File: src/rtl/mem_arb_pkg.sv
// Shared types and constants for the IF/DM memory port arbiter.
package mem_arb_pkg;

  localparam int CNT_W = 4;

  typedef enum logic {
    IDLE = 1'b0,
    BUSY = 1'b1
  } state_t;

  typedef enum logic [1:0] {
    OWN_NONE = 2'd0,
    OWN_IF   = 2'd1,
    OWN_DM   = 2'd2
  } owner_t;

endpackage

File: src/rtl/mem_arb_pick.sv
// Grant selection for the memory port arbiter.
// Macro ARB_RR_EN: when defined, ties alternate using a last-grant flop;
// otherwise DM always beats IF.
module mem_arb_pick
  import mem_arb_pkg::*;
(
`ifdef ARB_RR_EN
  input  logic   clk,
  input  logic   reset,
`endif
  input  logic   if_req,
  input  logic   dm_req,
  input  state_t state,
  output owner_t grant
);

`ifdef ARB_RR_EN
  // 1 when DM received the most recent grant; resets to "IF granted last"
  logic last_dm;

  // Pick an owner only in IDLE; a tie goes to the port not granted last
  always_comb begin
    grant = OWN_NONE;
    if (state == IDLE) begin
      if (if_req && dm_req) begin
        grant = last_dm ? OWN_IF : OWN_DM;
      end else if (dm_req) begin
        grant = OWN_DM;
      end else if (if_req) begin
        grant = OWN_IF;
      end
    end
  end

  // Remember which port won every time a grant is actually issued
  always_ff @(posedge clk or posedge reset) begin
    if (reset) begin
      last_dm <= 1'b0;
    end else if (grant != OWN_NONE) begin
      last_dm <= (grant == OWN_DM);
    end
  end
`else
  // Pick an owner only in IDLE; DM wins because it serves the older instruction
  always_comb begin
    grant = OWN_NONE;
    if (state == IDLE) begin
      if (dm_req) begin
        grant = OWN_DM;
      end else if (if_req) begin
        grant = OWN_IF;
      end
    end
  end
`endif

endmodule

File: src/rtl/mem_port_arbiter.sv
// Shares one multi-cycle word memory between the IF and DM ports of the core.
// Macro ARB_RR_EN (handled in mem_arb_pick) selects alternating tie priority.
module mem_port_arbiter
  import mem_arb_pkg::*;
#(
  parameter int ADDR_W  = 30,
  parameter int DATA_W  = 32,
  parameter int MEM_LAT = 2
) (
  input  logic              clk,
  input  logic              reset,
  input  logic              if_req,
  input  logic [ADDR_W-1:0] if_addr,
  output logic [DATA_W-1:0] if_rdata,
  output logic              if_ready,
  output logic              if_stall,
  input  logic              dm_req,
  input  logic              dm_we,
  input  logic [ADDR_W-1:0] dm_addr,
  input  logic [DATA_W-1:0] dm_wdata,
  output logic [DATA_W-1:0] dm_rdata,
  output logic              dm_ready,
  output logic              dm_stall,
  output logic              mem_en,
  output logic              mem_we,
  output logic [ADDR_W-1:0] mem_addr,
  output logic [DATA_W-1:0] mem_wdata,
  input  logic [DATA_W-1:0] mem_rdata
);

  localparam logic [CNT_W-1:0] LOAD_CNT = CNT_W'(MEM_LAT - 1);

  state_t            state;
  owner_t            owner;
  owner_t            grant;
  logic [CNT_W-1:0]  cnt;
  logic [ADDR_W-1:0] addr_q;
  logic              we_q;
  logic [DATA_W-1:0] wdata_q;
  logic              last_cycle;

  mem_arb_pick u_pick (
`ifdef ARB_RR_EN
    .clk    (clk),
    .reset  (reset),
`endif
    .if_req (if_req),
    .dm_req (dm_req),
    .state  (state),
    .grant  (grant)
  );

  // Access sequencer: latch the winner's request in IDLE, count down the latency in BUSY
  always_ff @(posedge clk or posedge reset) begin
    if (reset) begin
      state   <= IDLE;
      owner   <= OWN_NONE;
      cnt     <= '0;
      addr_q  <= '0;
      we_q    <= 1'b0;
      wdata_q <= '0;
    end else begin
      case (state)
        IDLE: begin
          if (grant == OWN_DM) begin
            owner   <= OWN_DM;
            addr_q  <= dm_addr;
            we_q    <= dm_we;
            wdata_q <= dm_wdata;
            cnt     <= LOAD_CNT;
            state   <= BUSY;
          end else if (grant == OWN_IF) begin
            owner   <= OWN_IF;
            addr_q  <= if_addr;
            we_q    <= 1'b0;
            wdata_q <= '0;
            cnt     <= LOAD_CNT;
            state   <= BUSY;
          end
        end
        BUSY: begin
          if (cnt == '0) begin
            owner <= OWN_NONE;
            state <= IDLE;
          end else begin
            cnt <= cnt - CNT_W'(1);
          end
        end
        default: begin
          state <= IDLE;
          owner <= OWN_NONE;
        end
      endcase
    end
  end

  // Memory side and completion signals derive only from the latched access
  always_comb begin
    last_cycle = (state == BUSY) && (cnt == '0);
    mem_en     = (state == BUSY);
    mem_we     = last_cycle && we_q;
    mem_addr   = addr_q;
    mem_wdata  = wdata_q;
    if_ready   = last_cycle && (owner == OWN_IF);
    dm_ready   = last_cycle && (owner == OWN_DM);
    if_rdata   = if_ready ? mem_rdata : '0;
    dm_rdata   = (dm_ready && !we_q) ? mem_rdata : '0;
    if_stall   = if_req && !if_ready;
    dm_stall   = dm_req && !dm_ready;
  end

endmodule

File: config.mk
export PLATFORM = sky130hd
export DESIGN_NAME = mem_port_arbiter
export DESIGN_NICKNAME = d
export VERILOG_FILES = /design/src/rtl/mem_arb_pkg.sv /design/src/rtl/mem_arb_pick.sv /design/src/rtl/mem_port_arbiter.sv
export SDC_FILE = /design/constraint.sdc
export NUM_CORES = 1
export LEC_CHECK = 0
export CORE_AREA = 2 2 102 104
export CTS_BUF_LIST = sky130_fd_sc_hd__clkbuf_2 sky130_fd_sc_hd__clkbuf_4 sky130_fd_sc_hd__clkbuf_8
export CTS_CLUSTER_DIAMETER = 100
export DETAILED_ROUTE_END_ITERATION = 10
export DIE_AREA = 0 0 104 106
export DONT_BUFFER_PORTS = 1
export PLACE_DENSITY = 0.6
export SLEW_MARGIN = 5
export SYNTH_ARGS = -nofsm -noshare
export SYNTH_HDL_FRONTEND = slang
export SYNTH_SLANG_ARGS = --single-unit
File: constraint.sdc
create_clock -name clk -period 3 [get_ports clk]
set_input_delay 0.6 -clock clk [delete_from_list [all_inputs] [get_ports clk]]
set_output_delay 0.6 -clock clk [all_outputs]
set_load 0.02 [all_outputs]
* After elaboration in Yosys (flattened, before gate mapping)
Index checks and enable logic that the tools add are counted.
Storage, ports and cells: bits in read-only memories 0, memories kept 0, register bits 70, memory bits (writable) 0, latch bits 0, input bits 129, logic and storage cells 53
Cells by class: bitwise gates (word level) 1, multipliers 0, reductions and logical operators 15, equal/unequal tests 7, shift-type cells 0, magnitude comparators 0, div/mod/pow operators 0, $add $sub $neg 1, multiplexer cells 23
Operators with widths (count):
- 32-bit 2-to-1 mux | 4
- 30-bit 2-to-1 mux | 2
- 4-bit 2-to-1 mux | 3
- 2-bit 2-to-1 mux | 5
- 4-bit case mux with 2 select lines | 1
- 1-bit logical AND | 7
- 1-bit 2-to-1 mux | 6
- 2-bit AND reduction | 3
- 2-bit by 1-bit equality test with 1-bit output (second input constant) | 2
- 2-bit equality test (second input constant) | 2
- 4-bit logical NOT | 1
- 2-bit case mux with 2 select lines | 1
- 4-bit by 1-bit subtractor with 4-bit output (second input constant) | 1
- 1-bit logical NOT | 3
- 3-bit inequality test (second input constant) | 1
- 2-bit by 1-bit inequality test with 1-bit output (second input constant) | 1
- 2-bit inequality test (second input constant) | 1
- 1-bit case mux with 2 select lines | 1
- 2-bit nonzero test | 1
- 1-bit NOT | 1

* Longest topological paths before layout
Gate-level depths: netlist (run 1).
depth in word-level cells 7, mapped depth 10, gate-level depth less buffers 6

* Hierarchy
A second synthesis (run 1) with hierarchy kept.
Second synthesis, totals: cell total of the unflattened synthesis 391, area, all modules 3564.7 sq um
By module, submodules not included:
- mem_port_arbiter | seq. area each 1751.7 sq um, instances 1, area an instance 3545.9 sq um, cells an instance 389
- mem_arb_pick | seq. area each 0.0 sq um, instances 1, area an instance 18.8 sq um, cells an instance 2

* Worst setup path after synthesis (run 1)
No wires, ideal clock.
path type register -> output, start point register cnt[0], end point output port dm_rdata[16], slack 0.697 ns, arrival time 1.703 ns, stages on the path, launching flop included 7, data required time 2.400 ns, path through dfrtp_1 -> inv_1 -> ha_1 -> and4bb_2 -> nand3b_1 -> buf_2 -> nor3b_1
On the way: longest elaborated chain between the ends 5
RTL lines:
- start, declared | line mem_port_arbiter.sv:36 | logic [CNT_W-1:0] cnt;
- start signal, assigned | line mem_port_arbiter.sv:86 | cnt <= cnt - CNT_W'(1);
- 4-bit logical NOT | line mem_port_arbiter.sv:99 | last_cycle = (state == BUSY) && (cnt == '0);
- 1-bit logical AND | line mem_port_arbiter.sv:99
- 1-bit logical AND | line mem_port_arbiter.sv:105 | dm_ready = last_cycle && (owner == OWN_DM);
- 1-bit logical AND | line mem_port_arbiter.sv:107 | dm_rdata = (dm_ready && !we_q) ? mem_rdata : '0;
- 32-bit 2-to-1 mux | line mem_port_arbiter.sv:107
- end, declared | line mem_port_arbiter.sv:21 | output logic [DATA_W-1:0] dm_rdata,
No other way between the ends.

* Worst setup path in the final report (run 1)
start point register cnt[0], end point output port dm_rdata[24]
Same word-level chain as after synthesis.

==> results.cfg, run 1 <==
[power]
power_leakage_nw = 1.96
power.density_nw_per_um2 = 1060
ir_worst_vdd_uv = 521
totalPowerFinal_mw = 4.32

[placement]
pre_cts_ws_ps = 591
detailed_place_hpwl_mm = 8.00
io_buffers = 0
dpl_cell_area_sq_um = 3860
gp_congestion = 0.835
place_inst = 526

[sta]
setup_viol = 0
relSlewSlack_pct = 53.1
skew_ps = 6.59
fin_tns_setup_ps = 0
finalHoldViolations = 0
worst_pin_slew_ps = 697
rsz0062_at_grt = no
slew_viol_final = 0
max_freq_ghz = 0.362
min_period_ps = 2770
whs_ps = 104
fin_crit_sh_pct = 92.2
worst_slack_ps = 235

[cells_and_area]
area_delta_synth_final_pct = 12.9
fin_area_sq_um = 4090
finalNetCount = 533
layout.cells.non_filler = 546
fin_util_pct = 40.9
layout-drive-gt1-share_pct = 15.5

[clock_network]
clk_latency_ps = 340
clock_path_buffers = 2
clk_pin_slew_worst_paths_ps = 70
root_buffer = clkbuf_8
cts_sinks = 70
postCtsHoldBufs = 0
htreeDepth = 3
cts_setup_buffers = 0
cts_resized = 0
cts_buffers = 9
cts_tree = done

[worst_setup_path]
crit_required_ps = 2400
cp-end-kind = output port
cp-start-kind = register
crit_path_max_fanout = 14
path_class = register to output port
critPathArrivalTime_ps = 2170

[grt]
grt_overflow_total = 0
grt_pass1_vias = 2777
met3_usage_pct = 11.9
busiest_layer = met2
use_met2_pct = 32.5
grtUsageMet1_pct = 16.6
grt_start_max_net_pins = 65
grt_use_total_pct = 18.4
antenna_found_initial = 5
grt_pass1_wl_mm = 15.2

[synth]
synth_cell_types = 28
synth_seq_area_share_pct = 48.3
yosys_warnings = 0
ys_seq_elements = 70
synthCells = 394
syn_area_per_cell_sq_um = 9.21
netlist_area_sq_um = 3630
synth_fp_nets = 526

[run]
max_cap_violations = 0

[detailed_routing]
initialDrtViolationCount = 113
final_antenna_net_count = 0
num_vias = 2850
firstDrtPassIters = 4
drt-total-wl_mm = 10.3
vias_per_cell = 5.22
wl_per_cell_um = 18.8
drc = 0

[die]
coreArea_sq_um = 10000
io-pin-count = 261
fp.dieW_um = 104
fp.dieArea_sq_um = 11000
num_rows = 37
die_y_um = 106
initial_utilization_pct = 36.3

[status]
status = finished, final reports clean

[hold_path]
hold_path_class = input port to async pin
[state kept, by name, summed over array words and instances (netlist names)]
register,flops
cnt,4
mem_addr,30
mem_en,1
mem_wdata,32
owner,2
we_q,1
[area by class of cell]
type                    instances  area (sq um)
diodes                          4          10.0
clock buffers                  14           180
clock inverters                 2          38.8
fillers                       998          5910
inverters                       5          18.8
multi-input cells             289          1700
flip-flops and latches         70          1750
well taps                     136           170
repair buffers                 26           220
[critical path, cell delays in order (launching register included)]
cell and delay (ps):
dfrtp_1 410, inv_1 100, ha_1 230, nand4bb_4 170, nor4b_4 560, and2_1 340
[path summary, 6_finish.rpt]
check	depth (start not counted)	slack [ps]	to	startpoint
worst max-delay path	5	230	dm_rdata[24]	cnt[0]
worst min-delay path	1	100	mem_wdata[27]	reset
worst max register to register	7	640	cnt[1]	mem_en
worst min register to register	1	530	cnt[0]	cnt[0]
max in group asynchronous	2	2160	mem_wdata[31]	reset
min in group clk	2	390	mem_wdata[6]	dm_wdata[6]
[cell usage after synthesis]
| library cell | number | area, sq um |
|---|---|---|
| nand2_1 | 102 | 383 |
| dfrtp_1 | 70 | 1750 |
| and2_1 | 36 | 225 |
| nand3_1 | 35 | 175 |
| o21ai_0 | 34 | 170 |
| mux2i_1 | 32 | 320 |
| nor3b_1 | 18 | 135 |
| clkbuf_1 | 15 | 56.3 |
| and2_2 | 12 | 90.1 |
| buf_2 | 10 | 50.1 |
| inv_1 | 5 | 18.8 |
| buf_6 | 3 | 33.8 |
| ha_1 | 3 | 37.5 |
| nor2b_1 | 3 | 18.8 |
| buf_4 | 2 | 15.0 |
| nor2_1 | 2 | 7.51 |
| and2b_2 | 1 | 8.76 |
| and4bb_2 | 1 | 12.5 |
| nand2b_1 | 1 | 6.26 |
| nand3b_1 | 1 | 7.51 |
| nand4bb_4 | 1 | 27.5 |
| nor2_2 | 1 | 6.26 |
| nor3_1 | 1 | 5.00 |
| nor3b_4 | 1 | 18.8 |
| nor4b_4 | 1 | 23.8 |
| o31ai_1 | 1 | 7.51 |
| or2_1 | 1 | 6.26 |
| xnor2_1 | 1 | 8.76 |
[logic make-up after synthesis]
logic type | synth area share [%]
flip-flops | 48.3
adder cells (fa/ha/maj) | 1.03
XOR/XNOR | 0.242
AND/OR/NAND/NOR | 31.9
AO/OA/AOI/OAI | 4.90
buffers and inverters | 4.79
multiplexers | 8.83
[report_power, final]
part / switching (mW) / internal, mW / leakage (nW)
Clock: 0.344 / 0.473 / 0.114
Sequential: 0.887 / 1.40 / 0.907
Combinational: 0.773 / 0.447 / 0.943
[cell usage in the layout, fill, tap and decap left out]
master       n
inv_1        4
mux2i_1     32
and4bb_2     1
nor2b_1      3
nor2_1       2
buf_4       24
nand2b_1     1
clkbuf_8    12
xnor2_1      1
nor3b_1     18
bufinv_16    1
buf_12       2
nand3b_1     1
clkbuf_4     2
dfrtp_1     70
nand4bb_4    1
ha_2         1
diode_2      4
or2_2        1
and2b_2      1
nand3_1     35
nor2_2       1
o31ai_1      1
inv_2        1
nor3b_4      1
and2_1      36
o21ai_0     34
and2_2      12
ha_1         2
nor3_1       1
nor4b_4      1
nand2_1    102
clkinv_4     1
[per-layer routing]
layer | vias to the layer above | routed length (um)
met5 | - | 35
met4 | 6 | 215
met3 | 19 | 1500
met2 | 173 | 5140
met1 | 1337 | 3390
li1 | 1315 | -
Note: power is estimated with default switching activity, not from simulation.
==> inputs of run 2 (changes only) <==
- HOLD_SLACK_MARGIN: unset -> 0.06
==> results of run 2 <==
Final layout, timing and power as in run 1 (identical DEF).
==> inputs of run 3 (changes only) <==
- PLACE_DENSITY: 0.6 -> unset
- PLACE_DENSITY_LB_ADDON: unset -> 0.08
==> run 3 against run 2 <==
- fmax is 2.0% higher
- highest routed layer is now met4
- worst hold slack improved by 150 ps
- cell area is essentially flat
- largest power group unchanged
- utilization about the same
- non-clock buffer count rose by 4
- sequential cell count stayed put
- sequential power hardly changed
- critical path depth unchanged
- sequential share of layout area is essentially flat
- cell count stayed put
- clock-buffer cell count is 2 lower
- total power is essentially flat
==> results.cfg, run 3 (synthesis gave the netlist of run 1 again) <==
[status]
status = finished, final reports clean

[detailed_routing]
drt-total-wl_mm = 9.75
final_antenna_net_count = 0
drc = 0
initialDrtViolationCount = 114
vias_per_cell = 5.06
num_vias = 2763
firstDrtPassIters = 4
wl_per_cell_um = 17.9

[sta]
min_period_ps = 2710
finalHoldViolations = 0
worst_pin_slew_ps = 700
relSlewSlack_pct = 53.3
setup_viol = 0
fin_crit_sh_pct = 90.4
slew_viol_final = 0
skew_ps = 12.3
rsz0062_at_grt = no
fin_tns_setup_ps = 0
max_freq_ghz = 0.369

[power]
power_leakage_nw = 1.97
ir_worst_vdd_uv = 389
switchingPower_mw = 2.03
p_seq_share_pct = 52.4
p_int_mw = 2.29
power_frac_comb_pct = 28.9
clockPowerShare_pct = 18.7
totalPowerFinal_mw = 4.32
power.density_nw_per_um2 = 1050
p_sw_share_pct = 47.0

[cells_and_area]
layout.cells.non_filler = 546
largest_reg_flops = 32
layout-drive-gt1-share_pct = 16.3
area_delta_synth_final_pct = 12.9
final_common_cell = nand2_1
fillers = 1006
layout_common_cells = 102 x nand2_1, 70 x dfrtp_1, 36 x and2_1, 35 x nand3_1, 34 x o21ai_0
antenna_cells = 0
fin_util_pct = 41.0
finalNetCount = 537

[clock_network]
postCtsHoldBufs = 0
cts_buffers = 9
clock_path_buffers = 2
clk_pin_slew_worst_paths_ps = 80
cts_tree = done
cts_sinks = 70
root_buffer = clkbuf_8
clk_latency_ps = 330
htreeDepth = 3

[worst_setup_path]
path_class = register to output port
crit_required_ps = 2400
crit_path_max_fanout = 14
r2r_slack_ps = 1050
cp-start-kind = register
critPathArrivalTime_ps = 2110
cp-end-kind = output port

[die]
num_rows = 37
coreArea_sq_um = 10000
initial_utilization_pct = 36.3
io-pin-count = 261
fp.dieW_um = 104
die_y_um = 106
fp.dieArea_sq_um = 11000

[placement]
io_buffers = 0
gp_congestion = 0.725
place_inst = 529
detailed_place_hpwl_mm = 7.23

[grt]
grt_start_max_net_pins = 51
grt_overflow_total = 0
grt_use_total_pct = 17.1
grt_pass1_wl_mm = 14.9
grt_pass1_vias = 2732
antenna_found_initial = 0

[run]
max_cap_violations = 0

[hold_path]
hold_path_class = input port to async pin
## run 3: changes by cell type in the layout (fill, tap and decap cells not counted)
| cell | change |
|---|---|
| buf_4 | +5 |
| diode_2 | -4 |
| clkinvlp_4 | +2 |
| buf_12 | -1 |
| clkbuf_4 | -1 |
| clkbuf_8 | -1 |
| clkinv_4 | -1 |
| inv_6 | +1 |
## run 3: power groups by stage
stage / sequential, mW / combinational [mW] / clock (mW)
4_1_cts: 2.28 / 1.28 / 0.842
5_1_grt: 2.32 / 1.45 / 0.876
6_report: 2.26 / 1.25 / 0.808
3_3_place_gp: 2.29 / 1.24 / 0
3_5_place_dp: 2.28 / 1.28 / 0
2_1_floorplan: 2.16 / 1.04 / 0
## run 3: layer usage
metal	wire length (um)	track usage [%]	part of all wire, %	vias up
li1	-	-	-	1314
met1	3580	18.3	37	1290
met5	0	0	0	-
met3	775	4.78	7.9	15
met2	5220	32.1	54	144
met4	177	6.18	1.8	0
## run 3: timing repair
item	4_1_cts	5_1_grt
endpoints found under the setup margin	0	10
gates resized for setup	0	0
buffers inserted	0	1
## run 3: critical path, cell delays in order (launching register included)
cell	delay (ps)
dfrtp_1	410
inv_1	100
ha_1	230
nand4bb_4	180
nor4b_4	540
and2_1	340
## run 3: stage by stage
step / hold WS, ps / instance area (sq um) / worst slack [ps]
2_1_floorplan: 469 / 3630 / 632
3_5_place_dp: 499 / 3870 / 424
3_3_place_gp: 491 / 3870 / 509
6_report: 257 / 4100 / 288
4_1_cts: 264 / 4090 / 44.4
5_1_grt: 305 / 4100 / 164
## run 3: final cells by class
class | count | area [sq um] | area share [%]
flip-flops and latches | 70 | 1750 | 42.8
multi-input cells | 289 | 1700 | 41.6
repair buffers | 30 | 238 | 5.81
well taps | 136 | 170 | 4.16
clock buffers | 12 | 159 | 3.88
clock inverters | 4 | 53.8 | 1.31
inverters | 5 | 18.8 | 0.458
## run 3: final timing paths
path	start	end	depth (start not counted)
max in group asynchronous	reset	mem_wdata[15]	2
max reg2reg	mem_en	mem_addr[16]	8
min	reset	mem_addr[15]	1
max	cnt[0]	dm_rdata[10]	5
min in group clk	dm_wdata[1]	mem_wdata[1]	2
min reg2reg	cnt[0]	cnt[0]	1
